## config.mk

```make
export PLATFORM = sky130hd
export DESIGN_NAME = imem_loader
export DESIGN_NICKNAME = d
export VERILOG_FILES = /design/src/rtl/imem_pkg.sv /design/src/rtl/byte_packer.sv /design/src/rtl/imem_loader.sv
export SDC_FILE = /design/constraint.sdc
export NUM_CORES = 1
export LEC_CHECK = 0
export CAP_MARGIN = 20
export CORE_MARGIN = 2
export CORE_UTILIZATION = 48
export CTS_CLUSTER_DIAMETER = 40
export DETAILED_ROUTE_END_ITERATION = 6
export PLACE_DENSITY_LB_ADDON = 0.3
export SETUP_SLACK_MARGIN = 0.02
export SYNTH_ARGS = -nofsm -noshare
export SYNTH_HDL_FRONTEND = slang
export SYNTH_SLANG_ARGS = --single-unit
```

## constraint.sdc

```tcl
create_clock -name Clk -period 2.3 [get_ports Clk]
set_input_delay 0.46 -clock Clk [delete_from_list [all_inputs] [get_ports Clk]]
set_output_delay 0.46 -clock Clk [all_outputs]
set_load 0.03 [all_outputs]
```

## src/rtl/imem_pkg.sv

```systemverilog
// Shared types and sizing for the instruction-memory loader.
// Holds the loader FSM encoding and the length clamp helper.
package imem_pkg;

  localparam int IMEM_DEPTH  = 256;
  localparam int IMEM_WORD_W = 32;
  localparam int IMEM_CNT_W  = 9;

  typedef enum logic [1:0] {
    LD_IDLE,
    LD_COLLECT,
    LD_WRITE,
    LD_DONE
  } imem_ld_state_t;

  function automatic logic [IMEM_CNT_W-1:0] clampLen(
    input logic [IMEM_CNT_W-1:0] req,
    input logic [IMEM_CNT_W-1:0] maxLen
  );
    return (req > maxLen) ? maxLen : req;
  endfunction

endpackage

```

## src/rtl/byte_packer.sv

```systemverilog
// Big-endian 4-byte assembly register; packedWord includes the byte being accepted.
// wordFull is combinational from accept, so the caller captures the word on that same edge.
module byte_packer
  import imem_pkg::*;
(
  input  logic                   clk,
  input  logic                   rst,
  input  logic                   clear,
  input  logic                   accept,
  input  logic [7:0]             inByte,
  output logic [IMEM_WORD_W-1:0] packedWord,
  output logic                   wordFull
);

  logic [23:0] shiftReg;
  logic [1:0]  byteIdx;

  always_ff @(posedge clk) begin
    if (rst || clear) begin
      shiftReg <= '0;
      byteIdx  <= '0;
    end else if (accept) begin
      shiftReg <= {shiftReg[15:0], inByte};
      byteIdx  <= byteIdx + 2'd1;
    end
  end

  // Earlier bytes have already shifted up, so the first byte ends in the MSB.
  assign packedWord = {shiftReg, inByte};
  assign wordFull   = accept && (byteIdx == 2'd3);

endmodule

```

## src/rtl/imem_loader.sv

```systemverilog
// Streams bytes into 32-bit instruction words and writes them at consecutive addresses.
// One write cycle per 4 bytes (5 cycles/word); InReady is low outside COLLECT so the source holds.
module imem_loader
  import imem_pkg::*;
#(
  parameter int          DEPTH     = IMEM_DEPTH,
  parameter logic [31:0] BASE_ADDR = 32'h0000_0000
) (
  input  logic                   Clk,
  input  logic                   Rst,
  input  logic                   Start,
  input  logic [IMEM_CNT_W-1:0]  WordCount,
  input  logic [7:0]             InByte,
  input  logic                   InValid,
  output logic                   InReady,
  output logic                   MemWrEn,
  output logic [31:0]            MemAddr,
  output logic [IMEM_WORD_W-1:0] MemData,
  output logic                   Busy,
  output logic                   Done,
  output logic [IMEM_CNT_W-1:0]  WordsLoaded
);

  imem_ld_state_t state, nextState;

  logic [IMEM_CNT_W-1:0]  len;
  logic [IMEM_CNT_W-1:0]  wordIdx;
  logic [IMEM_CNT_W-1:0]  reqLen;
  logic [IMEM_WORD_W-1:0] packedWord;
  logic                   wordFull;
  logic                   accept;
  logic                   startLoad;

  assign reqLen    = clampLen(WordCount, IMEM_CNT_W'(DEPTH));
  assign startLoad = (state == LD_IDLE) && Start;
  assign accept    = InValid && InReady;

  byte_packer packer (
    .clk       (Clk),
    .rst       (Rst),
    .clear     (startLoad),
    .accept    (accept),
    .inByte    (InByte),
    .packedWord(packedWord),
    .wordFull  (wordFull)
  );

  always_ff @(posedge Clk) begin
    if (Rst) state <= LD_IDLE;
    else     state <= nextState;
  end

  always_comb begin
    nextState = state;
    unique case (state)
      LD_IDLE:    if (Start) nextState = (reqLen == '0) ? LD_DONE : LD_COLLECT;
      LD_COLLECT: if (wordFull) nextState = LD_WRITE;
      LD_WRITE:   nextState = (wordIdx + 1'b1 == len) ? LD_DONE : LD_COLLECT;
      LD_DONE:    nextState = LD_IDLE;
      default:    nextState = LD_IDLE;
    endcase
  end

  always_comb begin
    InReady = (state == LD_COLLECT);
    MemWrEn = (state == LD_WRITE);
    Busy    = (state != LD_IDLE);
    Done    = (state == LD_DONE);
  end

  // Address and data are captured as the 4th byte lands so they are stable for the whole WRITE cycle.
  always_ff @(posedge Clk) begin
    if (Rst) begin
      len     <= '0;
      wordIdx <= '0;
      MemAddr <= '0;
      MemData <= '0;
    end else begin
      if (startLoad) begin
        len     <= reqLen;
        wordIdx <= '0;
      end
      if (wordFull) begin
        MemAddr <= BASE_ADDR + {{(32-IMEM_CNT_W-2){1'b0}}, wordIdx, 2'b00};
        MemData <= packedWord;
      end
      if (state == LD_WRITE) wordIdx <= wordIdx + 1'b1;
    end
  end

  // The word index and the reported count advance together.
  assign WordsLoaded = wordIdx;

endmodule

```

Word-level counts from Yosys, hierarchy flattened
Cells that the tools add are included.

storage, ports and cells
  flip-flop bits (word level) = 87
  input bits = 21
  output and inout port bits = 77

cells by class
  add/subtract/negate cells = 2
  magnitude comparators = 1
  equality and inequality tests = 7
  multiplexer cells = 8
  reductions and logical operators = 9

operators with widths
  kind                 number
  $mux 9               3
  $add 9x1->9 const B  1
  $eq 9x9->1           1
  $gt 9x9->1 const B   1
  $logic_not 9->1      1
  $mux 2               4
  $pmux 2 s4           1
  $eq 2x2->1 const B   3
  $reduce_bool 2->1    2
  $logic_and 1x1->1    3
  $add 2x1->2 const B  1
  $eq 2x1->1 const B   1
  $logic_not 2->1      1
  $ne 2x1->1 const B   1
  $ne 2x2->1 const B   1
  $reduce_and 2->1     1
  $logic_or 1x1->1     1

Depth between registers and ports, before layout
  word-level depth = 6
  mapped depth = 7

By module
A second synthesis with hierarchy kept.

unflattened totals
  cell total of the unflattened synthesis = 416
  area total of the unflattened synthesis = 3913.8 µm²

modules (own cells, without submodules)
  module       instances  cells an instance  area an instance (µm²)  sequential area each (µm²)
  imem_loader  1          321                2874.0                  1221.2
  byte_packer  1          95                 1039.7                  520.5

Worst setup path before layout
No wires, ideal clock.

  path type = register -> register
  start point = reg wordIdx[0], in the netlist WordsLoaded[0]
  end point = reg wordIdx[8], in the netlist WordsLoaded[8]
  library setup time = 128 ps
  arrival = 1813 ps
  data required time = 2172 ps
  setup slack = 359 ps
  stages on the path, launching flop included = 8
  path buffers = 0
  clock period less this slack = 1941 ps
  cell sequence = dfxtp_1 > ha_1 > nand3_2 > nor2_4 > nand3_1 > mux2_1 > a22oi_1 > nor2_1

between the ends
  longest elaborated chain between the ends = 2

RTL lines
  item                    RTL line           text
  from (decl)             imem_loader.sv:27  logic [IMEM_CNT_W-1:0] wordIdx;
  from (signal assigned)  imem_loader.sv:87  if (state == LD_WRITE) wordIdx <= wordIdx + 1'b1;
  $add 9x1->9             imem_loader.sv:87
  $mux 9                  imem_loader.sv:87

Every way passes these cells.
A chain may end at the register's enable or synchronous reset.

Worst setup path in the final report
  start point = reg wordIdx[3], in the netlist WordsLoaded[3]
  end point = out WordsLoaded[3]

RTL lines
  item       RTL line           text
  to (decl)  imem_loader.sv:21  output logic [IMEM_CNT_W-1:0] WordsLoaded

No word-level cell between the ends.

==> impl_metrics.yaml <==
place:
  dp_slack_ns: 0.297
  dp_hpwl_um: 5620
  io_buffers: 74
  placed_area_um2: 4330
  place_inst: 599
  gp_congestion: 0.801
power_and_ir_drop:
  pwr-share-comb: 0.073
  clkPwrFrac: 0.372
  p_sw_frac: 0.236
  p_sw_mw: 0.651
  seq_power_share: 0.556
  p_int_mw: 2.11
  total_power_mw: 2.76
  p_leak_nw: 1.62
  power_density_nw_per_um2: 609
  ir_worst_vdd_uv: 371
cells_and_area:
  finalInstanceArea_um2: 4530
  drive_gt1_frac: 0.0678
  post-route-util: 0.621
  num-fill-cells: 677
  antennaDiodeCount: 0
  fin_cells: 615
  nets: 534
  syn_to_final_growth_pct: 25.0
worst_setup_path:
  crit_fanout: 9
  critPathCaptureType: "output pin"
  critPathTopFamily: "buffers and inverters"
  arrival_ns: 1.70
  path_cells: "clkdlybuf4s50_1"
  r2r-start: "WordsLoaded[1]"
  r2r_cells: 7
  reg2reg_slack_ns: 0.36
  rr_endpoint: "WordsLoaded[8]"
  cp-start-kind: "register"
  critPathKind: "reg -> out"
  cp-endpoint: "WordsLoaded[3]"
  critical-path-slowest-cell: "clkdlybuf4s50_1"
  crit_path_start: "WordsLoaded[3]"
  crit_path_max_incr_delay_ns: 0.76
  required_ns: 1.84
  path_depth: 1
  critPathBufInv: 1
run:
  maxCapViolations: 0
clocking:
  h-tree-depth: 3
  hold_buffers: 0
  tritoncts: "built"
  clkTransAtPathRegs_ns: 0.08
  numCtsBuffers: 9
  clkSinkCount: 87
  cts_max_path_buffers: 2
  root_buffer: "clkbuf_8"
  insertion_delay_ns: 0.34
logic_synthesis:
  synth_cells: 449
  yosysWarnings: 0
  ys_seq_area_frac: 0.481
  yosysMostFrequentCell: "nand2_1"
  syn_area_um2: 3620
  synth-edff-count: 0
  synth_top_cell_area_share: 0.481
  async_reset_ff_frac: 0
  yosys.area.top_type: "dfxtp_1"
  ys_top_cells_by_count: "nand2_1 (142), dfxtp_1 (87), a21oi_1 (72)"
  ys_top_cells_by_area: "dfxtp_1 (48%), nand2_1 (15%), a21oi_1 (9.9%)"
  ys.flop_type: "dfxtp_1"
  ys_seq_elements: 87
  postSynthAreaPerCell_um2: 8.07
  netlist-cell-type-count: 44
drt:
  detail_route.iter0.violations: 168
  routed_wl_um: 8180
  remaining_drc_errors: 0
  vias: 3075
  first_pass_iters: 4
  avgViaCountPerCell: 5.00
  wire_per_inst_um: 13.3
  postRouteAntennaNets: 0
die:
  io_pins: 98
  num_rows: 31
  start_util: 0.497
  die_area_um2: 8260
  die_w_um: 90.9
  core-area_um2: 7290
  dieHeight_um: 90.9
global_routing:
  grt_start_max_net_pins: 51
  grtUsageTotal: 0.206
  antenna_found_initial: 0
  grt_pass1_wl_um: 14000
  overflow: 0
  grt_pass1_vias: 2894
timing:
  fin_ws_ns: 0.143
  finalHoldViolCount: 0
  fin_crit_ns: 2.16
  tightest_slew_ns: 0.618
  finalSetupViolations: 0
  slew_viol_final: 0
  fmax_mhz: 464
  relSlewSlack: 0.588
  fin_crit_sh: 0.938
  rsz0062_at_grt: "false"
  holdWs_ns: 0.407
  clock_skew_ns: 0.00892
  tns_ns: 0
min_path:
  min_path_type: "in -> reg"
status:
  status: "complete, no violations"
==> state kept, by name, summed over array words and instances (netlist names) <==
name and count:
len 9, state 2, MemData 32, packer.shiftReg 24, packer.byteIdx 2, MemAddr 9, WordsLoaded 9
==> worst min-delay path by stage <==
stage,startpoint,endpoint,slack (ns),cells past startpoint
after floorplan,packer.shiftReg[16],MemData[24],0.43,2
after global placement,MemData[8],MemData[8],0.44,2
after detailed placement,MemData[21],MemData[21],0.45,2
after CTS,Rst,state[0],0.39,2
after global routing,Rst,state[0],0.40,2
final,Rst,state[0],0.41,2
==> power by group through the flow <==
stage               Combinational (mW)  Clock (mW)  Sequential [mW]
floorplan                        0.164           0             1.56
global placement                 0.196           0             1.57
detailed placement               0.199           0             1.57
CTS                              0.199        1.05             1.53
global route                     0.217        1.11             1.54
finish                           0.200        1.03             1.53
==> logic make-up after synthesis <==
| logic type | count (synthesis) | share of synthesized area |
|---|---|---|
| xor gates and xnor gates | 11 | 0.0287 |
| and+or+nand+nor | 186 | 0.218 |
| muxes | 6 | 0.0176 |
| DFF | 87 | 0.481 |
| adders and majority gates | 2 | 0.00691 |
| other | 1 | 0.00104 |
| AOI/OAI and AO/OA | 101 | 0.160 |
| buffers and inverters | 55 | 0.0877 |
==> area by class of cell <==
type	count	area, um^2	area share
sequential	87	1740	0.385
multi-input combinational	329	1650	0.363
timing repair buffer	83	821	0.181
clock buffer	12	145	0.0321
tap	99	124	0.0274
clock inverter	4	45.0	0.00995
inverter	1	3.75	0.000829
==> cells in the final DEF, fill, tap and decap left out, types with 3 or more instances in the layout <==
| cell type | instances |
|---|---|
| clkbuf_8 | 10 |
| a22o_1 | 8 |
| xnor2_1 | 5 |
| clkinv_2 | 3 |
| conb_1 | 23 |
| a21o_1 | 3 |
| nand3_1 | 4 |
| clkdlybuf4s50_1 | 71 |
| dfxtp_1 | 85 |
| o21ai_0 | 3 |
| buf_4 | 8 |
| xor2_1 | 5 |
| nor3_1 | 6 |
| a22oi_1 | 7 |
| a21oi_1 | 72 |
| nor2_1 | 15 |
| mux2i_1 | 3 |
| nand2_1 | 142 |
==> layer usage <==
metal,wire (um),GRT usage,vias to the layer above,share of wire
met4,72,0.0619,0,0.0088
met5,0,0,-,0
met3,551,0.0518,6,0.067
met2,3780,0.326,93,0.46
li1,-,-,1557,-
met1,3780,0.277,1419,0.46
==> repair_timing <==
item / CTS / global route
buffers inserted: 0 / 0
gates resized for setup: 2 / 2
cloned: 0 / 0
endpoints found under the setup margin: 3 / 2
Note: power is estimated with default switching activity, not from simulation.
==> patch 1: new RTL, config.mk and constraints unchanged <==
Reset style: asynchronous (`Rst`), changed in 2 clocked blocks.
--- a/src/rtl/imem_loader.sv
+++ b/src/rtl/imem_loader.sv
@@ -45,7 +45,7 @@
     .wordFull  (wordFull)
   );
 
-  always_ff @(posedge Clk) begin
+  always_ff @(posedge Clk or posedge Rst) begin
     if (Rst) state <= LD_IDLE;
     else     state <= nextState;
   end
@@ -69,7 +69,7 @@
   end
 
   // Address and data are captured as the 4th byte lands so they are stable for the whole WRITE cycle.
-  always_ff @(posedge Clk) begin
+  always_ff @(posedge Clk or posedge Rst) begin
     if (Rst) begin
       len     <= '0;
       wordIdx <= '0;
Behaviour: differs if Rst is asserted again (counterexample within 4 cycles, from zero or initial values and one cycle with Rst high); with Rst held inactive, the same outputs for 10 cycles.
==> patch 1 against the unedited design <==
- final area up 8.2%
- worst setup slack worse by 0.042 ns
- sequential share of layout area up 3.3 points
- critical path type unchanged
- routed wire length down 3.9%
- synthesized area up 9.4%
- largest cell class unchanged
- critical path depth up 1
- count of clock-buffer cells in the layout unchanged
- synthesized cell count down 22%
- sequential cell count unchanged
- maximum frequency down 1.9%
Power is not compared: it rests on default switching activity, and its combinational part moved more than twofold at a synthesized area within 25%.
==> patch 1: results (changes against the unedited design) <==
.. list-table::
   :header-rows: 1

   * - Metric
     - Value
   * - Hold WS
     - 0.4584 ns (+0.05130 ns)
   * - Kind of path behind the tightest hold check
     - reg2reg
   * - Worst setup skew after layout
     - 0.006893 ns (-0.002029 ns)
   * - Ratio of cells with drive above 1 in the final layout
     - 0.1814 (+0.1136)
   * - Part of the Yosys area used for sequential elements
     - 0.5164 (+0.03559)
   * - Share of cell area taken by muxes after synthesis
     - 0.1695 (+0.1519)
   * - Reg2reg path depth
     - 5 (-2)
   * - Max FO, Critical Path
     - 12 (+3)
   * - Violation count after the first detailed-route iteration
     - 94 (-44%)
   * - Start of the worst register-to-register path
     - WordsLoaded[0]
   * - CP arrival
     - 1.74 ns (+0.04 ns)
   * - Worst R2R End
     - WordsLoaded[6]
   * - Pin count of the biggest net entering global routing
     - 62 (+22%)
   * - Synth top area cells
     - sky130_fd_sc_hd__dfrtp_1 39%, sky130_fd_sc_hd__mux2_4 14%, sky130_fd_sc_hd__dfxtp_1 13%
   * - Top cells by instance count after synthesis
     - 65 x sky130_fd_sc_hd__nand2_1, 61 x sky130_fd_sc_hd__dfrtp_1, 38 x sky130_fd_sc_hd__mux2_4
   * - Post-Place Cell Area
     - 0.004707 mm^2 (+8.7%)
   * - Placed wire-length estimate
     - 5334 um (-5.1%)
   * - Worst-margin pin slew
     - 0.7583 ns (+0.1405 ns)
   * - RD Place Congestion
     - 0.8207 (+2.5%)
   * - Routed wire length
     - 7861 um (-3.9%)
   * - Reg-to-reg slack, setup
     - 0.39 ns (+0.03 ns)
   * - Post-Synth Adder-Cell Area
     - 0.006313 (-0.0005953)
   * - Asr flop ratio synth
     - 0.7011 (+0.7011)
   * - First-pass GRT wire length
     - 12960 um (-7.2%)
   * - Post-layout net count
     - 448 (-16%)
   * - Pre-CTS setup slack
     - 0.3056 ns (+0.008468 ns)
   * - Router iterations before antenna repair
     - 6 (+2)
   * - Endpoint with the worst hold slack
     - packer.shiftReg[22]
   * - Run status
     - finished clean
   * - Synthesized-area fraction occupied by xor and xnor cells
     - 0.02431 (-0.004365)
[patch 1: cell count changes after synthesis, moves of 8 or more]
cell and change:
sky130_fd_sc_hd__clkbuf_1 -10, sky130_fd_sc_hd__buf_2 -8, sky130_fd_sc_hd__mux2_2 +8, sky130_fd_sc_hd__dfxtp_1 -61
sky130_fd_sc_hd__mux2_4 +38, sky130_fd_sc_hd__a21oi_1 -47, sky130_fd_sc_hd__nand2_1 -77, sky130_fd_sc_hd__dfrtp_1 +61
[patch 1: layout make-up]
type                            instances  area [um^2]
Timing Repair Buffer                   82        815.8
Sequential cell                        87         2049
Tap cell                              105        131.4
Clock buffer                           12        155.1
Fill cell                             715         3196
Clock inverter                          4        30.03
Multi-Input combinational cell        243         1704
Inverter                                2        11.26
[patch 1: how the worst max path moves through the flow]
stage	endpoint	cells past startpoint	startpoint	slack, ns
2_1_floorplan	packer.byteIdx[0]	4	Rst	0.15
3_3_place_gp	MemWrEn	2	state[1]	0.31
3_5_place_dp	MemWrEn	2	state[1]	0.31
4_1_cts	MemWrEn	2	state[1]	0.04
5_1_grt	InReady	2	state[0]	0.05
6_report	InReady	2	state[0]	0.10
[patch 1: worst max-delay path, cell delays in order (launching register included)]
cell,delay [ns]
sky130_fd_sc_hd__dfrtp_2,0.49
sky130_fd_sc_hd__nor2b_4,0.22
sky130_fd_sc_hd__clkdlybuf4s50_1,0.68
[patch 1: through the flow]
stage	total power (W)	cells
final	0.003837	535
after global routing	0.004040	535
after CTS	0.003866	535
after detailed placement	0.002889	519
after global placement	0.002865	519
after floorplan	0.002582	373
[patch 1: metal layers]
layer / wire, um / GRT usage / up-vias
met5: 0 / 0 / -
met4: 73 / 0.06643 / 0
met3: 403 / 0.03751 / 5
met2: 4039 / 0.3245 / 71
met1: 3345 / 0.2274 / 1363
li1: - / - / 1287
==> patch 2: new RTL, same flow settings <==
Made on the original files. Change the package constant `IMEM_CNT_W` from 9 to 13.
--- a/src/rtl/imem_pkg.sv
+++ b/src/rtl/imem_pkg.sv
@@ -4,7 +4,7 @@
 
   localparam int IMEM_DEPTH  = 256;
   localparam int IMEM_WORD_W = 32;
-  localparam int IMEM_CNT_W  = 9;
+  localparam int IMEM_CNT_W  = 13;
 
   typedef enum logic [1:0] {
     LD_IDLE,
Ports: changed (resized WordCount and WordsLoaded); port bits go from 98 to 106. No check against the original RTL was run, so the function may have changed too.
==> patch 2 against the unedited design <==
- critical path depth grew 1
- maximum frequency is 1.2% lower
- clock power rose by 9%
- final area grew 18%
- sequential share of layout area shrank 1.3 points
- synthesized area increased by 17%
- worst setup slack got worse by 0.027 ns
- total power is 13% higher
- routed wire length increased by 20%
- sequential cell count increased by 12
==> patch 2: results (changes against the unedited design) <==
.. list-table::
   :header-rows: 1

   * - Metric
     - Value
   * - Endpoint with the worst hold slack
     - MemAddr[11]
   * - Start point of the critical path
     - state[1]
   * - Number of input and output port buffers inserted
     - 86 (+16%)
   * - Maximum ir drop on the vdd rail
     - 339.6 uV (-8.6%)
   * - Hold wc startpoint
     - MemAddr[11]
   * - Post-Place Cell Area
     - 0.005117 mm^2 (+18%)
   * - Number of global-route vias before repair
     - 3496 (+21%)
   * - Post-cts resize count
     - 1 (-1)
   * - Count of clock buffers in the final design
     - 9 (-3)
   * - Fraction of area in multi-input gates
     - 0.3733 (+0.009939)
   * - Run status
     - finished clean
   * - Clock group share of total power
     - 0.359 (-0.013)
   * - Worst-margin pin slew
     - 0.6760 ns (+0.05824 ns)
   * - Post-DR vias/cell
     - 5.141 (+2.8%)
   * - CP arrival
     - 1.72 ns (+0.02 ns)
   * - Placed wire-length estimate
     - 7063 um (+26%)
   * - Clock network contribution to total cell area
     - 0.03918 (-0.002817)
   * - Area added between synthesis and finish
     - 25.57%
   * - Multi-input combinational cell count
     - 384 (+17%)
   * - Clock transition at the registers of the reported paths
     - 0.10 ns (+0.02 ns)
   * - Overall fraction of global-route tracks in use
     - 0.2093 (+0.003650)
   * - Post-Synth Adder-Cell Area
     - 0.005893 (-0.001016)
   * - Latest clock arrival within the worst-skew pair
     - 0.38 ns (+0.04 ns)
   * - Non-clock buffering overhead
     - 0.1868 (+0.005501)
   * - Cell leakage power
     - 1.899 nW (+17%)
   * - Compound-cell area share of the yosys netlist
     - 0.1535 (-0.006079)
   * - Total clock network power
     - 0.00112 W (+9%)
## patch 2: cell types whose count changed after synthesis, moves of 3 or more
cell,unedited run,this run
sky130_fd_sc_hd__nand2_1,142,157
sky130_fd_sc_hd__nor2_1,15,29
sky130_fd_sc_hd__dfxtp_1,87,99
sky130_fd_sc_hd__xnor2_1,5,15
sky130_fd_sc_hd__and2_1,2,7
sky130_fd_sc_hd__a22oi_1,7,11
sky130_fd_sc_hd__buf_2,16,20
sky130_fd_sc_hd__a21oi_1,72,75
sky130_fd_sc_hd__inv_1,1,4
## patch 2: routing by layer
metal / vias to the layer above / share of wire / track usage
li1: 1858 / - / -
met1: 1708 / 0.46 / 0.2631
met2: 103 / 0.47 / 0.3504
met3: 12 / 0.052 / 0.05082
met4: 0 / 0.017 / 0.07585
met5: - / 0 / 0
## patch 2: worst min-delay path, delay by kind of cell (launching register included)
family	cells	cell delay, ns
AO/OA/AOI/OAI	1	0.05
flip-flops	1	0.32
AND/OR/NAND/NOR	1	0.05
